File: src/rtl/logic_alu_pipe.sv
// logic_alu_pipe: two-stage elastic pipelined logical ALU with an NZCV flag register.
// S1 holds the offered operation; S2 holds the computed result and write-enable.
// Flags are architectural: they update on the edge an op moves from S1 into S2.
// Optional feature macro: LOGIC_ALU_SHIFT_EN enables the LSL barrel shifter on r3
// and its carry-out. Without it, sh is ignored and the carry flag is never modified.
module logic_alu_pipe #(
  parameter int unsigned  WIDTH = 32,
  localparam int unsigned SHW   = $clog2(WIDTH)
) (
  input  logic             clk,
  input  logic             reset_n,
  input  logic             in_valid,
  output logic             in_ready,
  input  logic [2:0]       op,
  input  logic             s,
  input  logic [SHW-1:0]   sh,
  input  logic [WIDTH-1:0] r2,
  input  logic [WIDTH-1:0] r3,
  output logic             out_valid,
  input  logic             out_ready,
  output logic [WIDTH-1:0] r1,
  output logic             wr,
  output logic             n,
  output logic             z,
  output logic             c,
  output logic             v
);

  localparam logic [2:0] OP_AND = 3'b000;
  localparam logic [2:0] OP_EOR = 3'b001;
  localparam logic [2:0] OP_ORR = 3'b010;
  localparam logic [2:0] OP_BIC = 3'b011;
  localparam logic [2:0] OP_MOV = 3'b100;
  localparam logic [2:0] OP_MVN = 3'b101;
  localparam logic [2:0] OP_TST = 3'b110;
  localparam logic [2:0] OP_TEQ = 3'b111;

  typedef struct packed {
    logic [2:0]       op;
    logic             s;
    logic [SHW-1:0]   sh;
    logic [WIDTH-1:0] r2;
    logic [WIDTH-1:0] r3;
  } s1_payload_t;

  s1_payload_t      s1_q;
  logic             s1_valid;

  logic             s2_advance_c;
  logic [WIDTH-1:0] op2_c;
  logic [WIDTH-1:0] res_c;
  logic             carry_c;
  logic             test_op_c;
  logic             flag_we_c;

  // Handshake: S2 drains when empty or consumed; S1 refills whenever it empties or moves on.
  assign s2_advance_c = !out_valid || out_ready;
  assign in_ready     = !s1_valid || s2_advance_c;

`ifdef LOGIC_ALU_SHIFT_EN
  logic [WIDTH:0] shift_ext_c;

  // LSL with one extra bit on top so the last bit shifted out lands at index WIDTH.
  always_comb begin
    shift_ext_c = {1'b0, s1_q.r3} << s1_q.sh;
    op2_c       = shift_ext_c[WIDTH-1:0];
    carry_c     = c;
    if (s1_q.sh != '0) begin
      carry_c = shift_ext_c[WIDTH];
    end
  end
`else
  logic unused_sh_c;

  // No shifter: second operand passes straight through and carry is retained.
  always_comb begin
    op2_c   = s1_q.r3;
    carry_c = c;
  end

  assign unused_sh_c = ^s1_q.sh;
`endif

  // Logical result and flag/write-back qualifiers for the op sitting in S1.
  always_comb begin
    res_c     = '0;
    test_op_c = (s1_q.op == OP_TST) || (s1_q.op == OP_TEQ);
    flag_we_c = s1_q.s || test_op_c;
    case (s1_q.op)
      OP_AND:  res_c = s1_q.r2 & op2_c;
      OP_EOR:  res_c = s1_q.r2 ^ op2_c;
      OP_ORR:  res_c = s1_q.r2 | op2_c;
      OP_BIC:  res_c = s1_q.r2 & ~op2_c;
      OP_MOV:  res_c = op2_c;
      OP_MVN:  res_c = ~op2_c;
      OP_TST:  res_c = s1_q.r2 & op2_c;
      OP_TEQ:  res_c = s1_q.r2 ^ op2_c;
      default: res_c = '0;
    endcase
  end

  // Stage 1: capture the offered operation whenever the slot is free or moving on.
  always_ff @(posedge clk or negedge reset_n) begin
    if (!reset_n) begin
      s1_valid <= 1'b0;
      s1_q     <= '0;
    end else if (in_ready) begin
      s1_valid <= in_valid;
      if (in_valid) begin
        s1_q.op <= op;
        s1_q.s  <= s;
        s1_q.sh <= sh;
        s1_q.r2 <= r2;
        s1_q.r3 <= r3;
      end
    end
  end

  // Stage 2: register result and write-enable; empty slot leaves old data untouched.
  always_ff @(posedge clk or negedge reset_n) begin
    if (!reset_n) begin
      out_valid <= 1'b0;
      r1        <= '0;
      wr        <= 1'b0;
    end else if (s2_advance_c) begin
      out_valid <= s1_valid;
      if (s1_valid) begin
        r1 <= res_c;
        wr <= !test_op_c;
      end
    end
  end

  // Architectural flags: written in program order as each op enters S2; V is never altered.
  always_ff @(posedge clk or negedge reset_n) begin
    if (!reset_n) begin
      n <= 1'b0;
      z <= 1'b0;
      c <= 1'b0;
      v <= 1'b0;
    end else if (s2_advance_c && s1_valid && flag_we_c) begin
      n <= res_c[WIDTH-1];
      z <= (res_c == '0);
      c <= carry_c;
      v <= v;
    end
  end

endmodule
File: config.mk
export PLATFORM = sky130hd
export DESIGN_NAME = logic_alu_pipe
export DESIGN_NICKNAME = d
export VERILOG_FILES = /design/src/rtl/logic_alu_pipe.sv
export SDC_FILE = /design/constraint.sdc
export NUM_CORES = 1
export LEC_CHECK = 0
export CORE_ASPECT_RATIO = 0.6
export CORE_MARGIN = 2
export CORE_UTILIZATION = 58
export CTS_CLUSTER_SIZE = 28
export DETAILED_ROUTE_END_ITERATION = 10
export DONT_BUFFER_PORTS = 1
export PLACE_DENSITY = 0.76
export SETUP_SLACK_MARGIN = 0.4
export SYNTH_ARGS = -nofsm -noshare
export SYNTH_HDL_FRONTEND = slang
export SYNTH_SLANG_ARGS = --single-unit
File: constraint.sdc
create_clock -name clk -period 2.2 [get_ports clk]
set_input_delay 0.22 -clock clk [delete_from_list [all_inputs] [get_ports clk]]
set_output_delay 0.22 -clock clk [all_outputs]
set_load 0.005 [all_outputs]
### Word-level counts from Yosys, hierarchy flattened

Cells that the tools add are included.

* input bits: 77
* register bits after elaboration: 105

* mux-type cells: 1
* reductions and logical operators: 15
* bitwise gates (word level): 5
* equal/unequal tests: 7

Operators with widths (number)
* $pmux W32 S6: 1
* $and A32 B32 Y32: 2
* $logic_not A32 Y1: 1
* $not A32 Y32: 1
* $or A32 B32 Y32: 1
* $xor A32 B32 Y32: 1
* $eq A3 B3 Y1 const B: 4
* $eq A3 B2 Y1 const B: 2
* $logic_or A1 B1 Y1: 4
* $reduce_and A2 Y1: 2
* $reduce_or A2 Y1: 2
* $eq A3 B1 Y1 const B: 1
* $logic_not A1 Y1: 3
* $logic_not A3 Y1: 1
* $logic_and A1 B1 Y1: 2

### Longest topological paths before layout

* depth in word-level cells: 4
* mapped depth: 11
* gate-level depth less buffers: 9

### Least setup slack after synthesis

Ideal clock, no wire load.

* path type: flip-flop to flip-flop
* start point: register s1_q[72] (netlist name)
* end point: register z
* clock period less this slack: 2344 ps
* data required time: 2132 ps
* library setup time: 68 ps
* cell stages (with the launch flop): 9
* path slack: -144 ps
* data arrival time: 2277 ps
* cell sequence: dfrtp_1 buf_4 nor2b_1 a22o_1 a32o_1 a22o_1 or4_1 nor4_1 a32o_1

* word-level cells in the longest chain between the ends: 4

RTL lines
* from (decl): RTL line 46 `s1_payload_t s1_q;`
* $eq A3 B3 Y1 (tied with other cells): RTL line 87, 89
* $reduce_or A2 Y1 (no source line) / $logic_or A1 B1 Y1 (equally long branches)
* $pmux W32 S6 / $logic_or A1 B1 Y1 (equally long branches): RTL line 89, 88
* $logic_not A32 Y1 / $logic_and A1 B1 Y1 (equally long branches): RTL line 143, 141
* to (signal assigned): RTL line 143 `z <= (res_c == '0);`
* to (decl): RTL line 24 `output logic z,`

Parallel ways exist; a longest one is shown, timed or not.
A chain may end at the register's enable or synchronous reset.

### Worst setup path in the final report

* start point: register s1_q[71] (netlist name)
* end point: register z

Same word-level chain as after synthesis.

==> reports/summary.txt <==
=====================================================================================
Layout Nets                                                                       913
CTS Root Cell                                                            sky130_fd_sc_hd__clkbuf_16
Most frequent CP cell                                                    sky130_fd_sc_hd__buf_6
Worst Setup Path Type                                                         reg2reg
P&R area growth vs syn                                                          31.7%
Multiplexer share of the synthesized area                                       12.3%
Routed wire length per instance                                               22.0 um
Type of destination of the critical path                                         flop
Most frequent standard cell in the layout excluding fill and tap cells   sky130_fd_sc_hd__buf_4
Largest area contributor in the netlist                                  sky130_fd_sc_hd__dfrtp_1
Ranking of synthesized cells by area                                     sky130_fd_sc_hd__dfrtp_1 (41%), sky130_fd_sc_hd__mux2_2 (12%), sky130_fd_sc_hd__ha_1 (6.2%), sky130_fd_sc_hd__nand2_1 (4.8%), sky130_fd_sc_hd__inv_1 (4.4%)
Global route total overflow                                                         0
Cell depth of the worst setup path                                                 10
Highest Signal Layer                                                             met4
Minimum hold slack                                                          -0.451 ns
Warning count from the yosys run                                                    0
Max Root-Sink Buffers                                                               2
Number of global-route vias before repair                                        5375
Horiz. Die Dim                                                                 140 um
Relative contribution of sequential cells to total power                        33.4%
Slowest stage cell, crit path                                            sky130_fd_sc_hd__dfrtp_2
Max stage delay on crit path                                                  0.49 ns
Post-synth top flop                                                      sky130_fd_sc_hd__dfrtp_1
Routed wire length                                                            20.8 mm
Worst-Skew Late Latency                                                       0.36 ns
CTS sink cnt                                                                      105
I/O pin count                                                                     116
Count of mapped cells out of synthesis                                            679
Number of vias after detailed routing                                            5888
Critical path launch point type                                                  flop
Mean instance size in the synthesized netlist                                9.53 um2
Number of routed nets with antenna violations                                       0
Number of buffers added by the clock tree synthesis step                            9
Highest achievable clock rate                                                 419 MHz
Area share of xor/xnor cells in the synthesized design                          1.99%
Antenna violations before repair                                                    0
Placed cell area                                                             7490 um2
Post-layout minimum cycle time                                                2.39 ns
Global-route usage over all layers                                              33.8%
RSZ-0062 raised after global routing                                              yes
Required time at the endpoint of the critical path                            2.50 ns
Dominant delay contributor by cell family on the critical path           compound AO/OA/AOI/OAI gates
Fraction of power consumed by the clock network                                 20.2%
Internal Pwr Total                                                          0.00508 W
Data arrival, critical path                                                   2.69 ns
IO buf count                                                                        0
Final instance count without filler cells                                         948
Floorplan core area                                                         10700 um2
Share of the synthesized area in the top cell type                              40.6%
Die Height                                                                    85.8 um
Detailed Routing Iterations Pass 1                                                  7
Number of enable-type register cells in the synthesized netlist                     0
WL met3                                                                       2.69 mm
Critical path cell sequence                                              buf_6, xor2_4, buf_6, o32ai_2, a31oi_2, buf_4, a2bb2oi_2, o2111ai_2, nor4_4, a32o_1
Reg clk slew, reported paths                                                  0.08 ns
Power per cell area                                                        954 nW/um2
Clock tree from TritonCTS                                                       built
Sequential cell area fraction in the yosys report                               40.6%
Standard-cell row count                                                            29
Outcome                                                                  finished, violations left
Number of H-tree levels                                                             3
Fin worst setup slack                                                       -0.186 ns
Buffering stage count on the worst path with inverters included                     3
Placer congestion estimate                                                      0.968
Final count of pins violating max slew                                              0
Switching part of the total power                                               37.5%
Overall die area                                                            12000 um2
Worst slew margin                                                               65.0%
Fraction of layout cells with a size suffix above 1                             38.4%
Synth Area in Simple Gates                                                      12.2%
Synth unique cells                                                                 50
Violations in the final reports                                          negative hold slack, negative setup slack
Leading cell types in the layout, fill and taps excluded                 sky130_fd_sc_hd__buf_4 (132), sky130_fd_sc_hd__dfrtp_1 (102), sky130_fd_sc_hd__nand2_1 (77), sky130_fd_sc_hd__inv_1 (72), sky130_fd_sc_hd__mux2_2 (68)
N_diodes                                                                            0
Cell Area, Synth                                                             6470 um2
Sum of routed wire segments on met1                                           9.16 mm
Wire length of the first global-routing pass                                  30.6 mm
Switching power                                                             0.00305 W
Initial cell density of the core                                                60.4%
Number of inserted filler cells in the final layout                               689
WL met2                                                                       8.68 mm
Tightest Pin Transition                                                      0.525 ns
Maximum number of pins on one net before global-route repair                      106
Residual DRC                                                                        0
Worst Reg2Reg Path Length in Cells                                                 10
Fraction of the mapped netlist area in adder cells                              6.19%
Share of synthesized flip-flops with an asynchronous set or reset                100%
Per-cell via count in the routed design                                          6.21
Relative contribution of combinational cells to total power                     46.4%
Max-capacitance violation count                                                     0
Total Negative Setup Slacks                                                 -0.186 ns
Compound-gate portion of the synthesized area                                   19.1%
Placed Instances                                                                  897
DRC violation total after the first TritonRoute iteration                         753
Final hold violation count                                                        105
Worst min-delay path class                                                   in2async
Final Cycle Share                                                                108%
Total leakage power                                                           4.05 nW
Flip-flop and latch count after synthesis                                         105
Crit Path Max Fanout                                                                6
Worst VDD drop                                                               0.563 mV
DP Wirelength                                                                 15.1 mm
Combinational family with the most area after synthesis                  compound AO/OA/AOI/OAI gates
Skew final                                                                 0.00852 ns
Final setup violation count                                                         1
Non-Filler Cell Area, Final                                                  8520 um2
=====================================================================================
## cell families (layout without fill, tap and decap cells)
family          count (synthesis)  after routing
mux                            71             71
xor+xnor                       13             13
flops                         105            105
fa+ha+maj                      32             32
simple gates                  162            162
buf+inv                       121            250
compound gates                174            174
other cells                     1              2
## power by group through the flow
stage / sequential [W] / combinational, W / clock [W]
after floorplan: 0.00263 / 0.00178 / 0
after global placement: 0.00272 / 0.00301 / 0
after detailed placement: 0.00275 / 0.00309 / 0
after CTS: 0.00270 / 0.00324 / 0.00165
after global routing: 0.00276 / 0.00401 / 0.00172
final: 0.00271 / 0.00378 / 0.00164
## state kept, by name (all words and copies together) (netlist names)
name / cells
op2_c: 32
n: 1
s1_valid: 1
wr: 1
out_valid: 1
z: 1
s1_q: 36
r1: 32
## synth_stat cells, types with 2 or more instances
master	number
sky130_fd_sc_hd__o211a_1	2
sky130_fd_sc_hd__nand2b_1	19
sky130_fd_sc_hd__clkbuf_1	22
sky130_fd_sc_hd__and3_1	6
sky130_fd_sc_hd__a221oi_1	2
sky130_fd_sc_hd__a32o_1	6
sky130_fd_sc_hd__nor3b_1	7
sky130_fd_sc_hd__mux2_2	68
sky130_fd_sc_hd__a22oi_1	10
sky130_fd_sc_hd__nor2_1	13
sky130_fd_sc_hd__a31oi_1	13
sky130_fd_sc_hd__o32ai_1	2
sky130_fd_sc_hd__xor2_1	9
sky130_fd_sc_hd__o22a_1	2
sky130_fd_sc_hd__o22ai_1	11
sky130_fd_sc_hd__buf_4	5
sky130_fd_sc_hd__buf_1	6
sky130_fd_sc_hd__o221ai_1	5
sky130_fd_sc_hd__o21ai_0	42
sky130_fd_sc_hd__o311ai_0	2
sky130_fd_sc_hd__a22o_1	12
sky130_fd_sc_hd__o211ai_1	12
sky130_fd_sc_hd__o2111ai_1	2
sky130_fd_sc_hd__a21oi_1	6
sky130_fd_sc_hd__a32oi_1	8
sky130_fd_sc_hd__a21o_1	16
sky130_fd_sc_hd__a21bo_2	4
sky130_fd_sc_hd__a211oi_1	15
sky130_fd_sc_hd__nand3_1	6
sky130_fd_sc_hd__nor4_1	4
sky130_fd_sc_hd__nand2_1	83
sky130_fd_sc_hd__ha_1	32
sky130_fd_sc_hd__nand3b_1	5
sky130_fd_sc_hd__nor2b_1	11
sky130_fd_sc_hd__nand4_1	2
sky130_fd_sc_hd__and2_1	2
sky130_fd_sc_hd__dfrtp_1	105
sky130_fd_sc_hd__inv_1	75
sky130_fd_sc_hd__buf_2	13
sky130_fd_sc_hd__xnor2_1	2
sky130_fd_sc_hd__mux2i_1	3
## metrics by stage
step           worst slack [ns]  utilization [%]  hold slack, ns  total power (W)
2_1_floorplan           -0.0424                -         -0.0756          0.00441
5_1_grt                  -0.262             79.6          -0.465          0.00850
3_5_place_dp             -0.353             69.9         -0.0739          0.00584
6_report                 -0.186             79.6          -0.451          0.00813
4_1_cts                  -0.215             74.2          -0.458          0.00760
3_3_place_gp             -0.370             69.9         -0.0739          0.00573
## path summary, 6_finish.rpt
path                                      start              endpoint  slack [ns]
max in group asynchronous               reset_n     r1[6]$_DFFE_PN0P_        2.48
min in group clk                         r2[23]  s1_q[55]$_DFFE_PN0P_           0
hold reg to reg              r1[25]$_DFFE_PN0P_    r1[25]$_DFFE_PN0P_        0.51
setup reg to reg           s1_q[71]$_DFFE_PN0P_         z$_DFFE_PN0P_       -0.19
hold / removal                          reset_n  s1_q[60]$_DFFE_PN0P_       -0.45
setup / recovery           s1_q[71]$_DFFE_PN0P_         z$_DFFE_PN0P_       -0.19
## layer usage
metal  up-vias  global-route usage [%]
met3        36                    11.3
li1       2643                       -
met2       376                    46.1
met1      2833                    51.8
met4         0                    7.07
met5         -                       0
## area by class of cell
type                    instances  area (um2)  share of cell area [%]
clock inverters                 5        47.5                   0.558
well taps                     139         174                    2.04
flip-flops and latches        105        2630                    30.9
inverters                      75         285                    3.35
multi-input cells             454        3760                    44.1
clock buffers                  11         253                    2.97
repair buffers                159        1370                    16.1
## timing repair
action,4_1_cts,5_1_grt
endpoints found under the setup margin,33,33
buffers inserted,4,25
resized for setup,25,83
gates cloned,0,1
pin swaps,4,27
hold buffers,1,4
endpoints found under the hold margin,106,109
No activity file was read; power rests on OpenSTA's default activity.
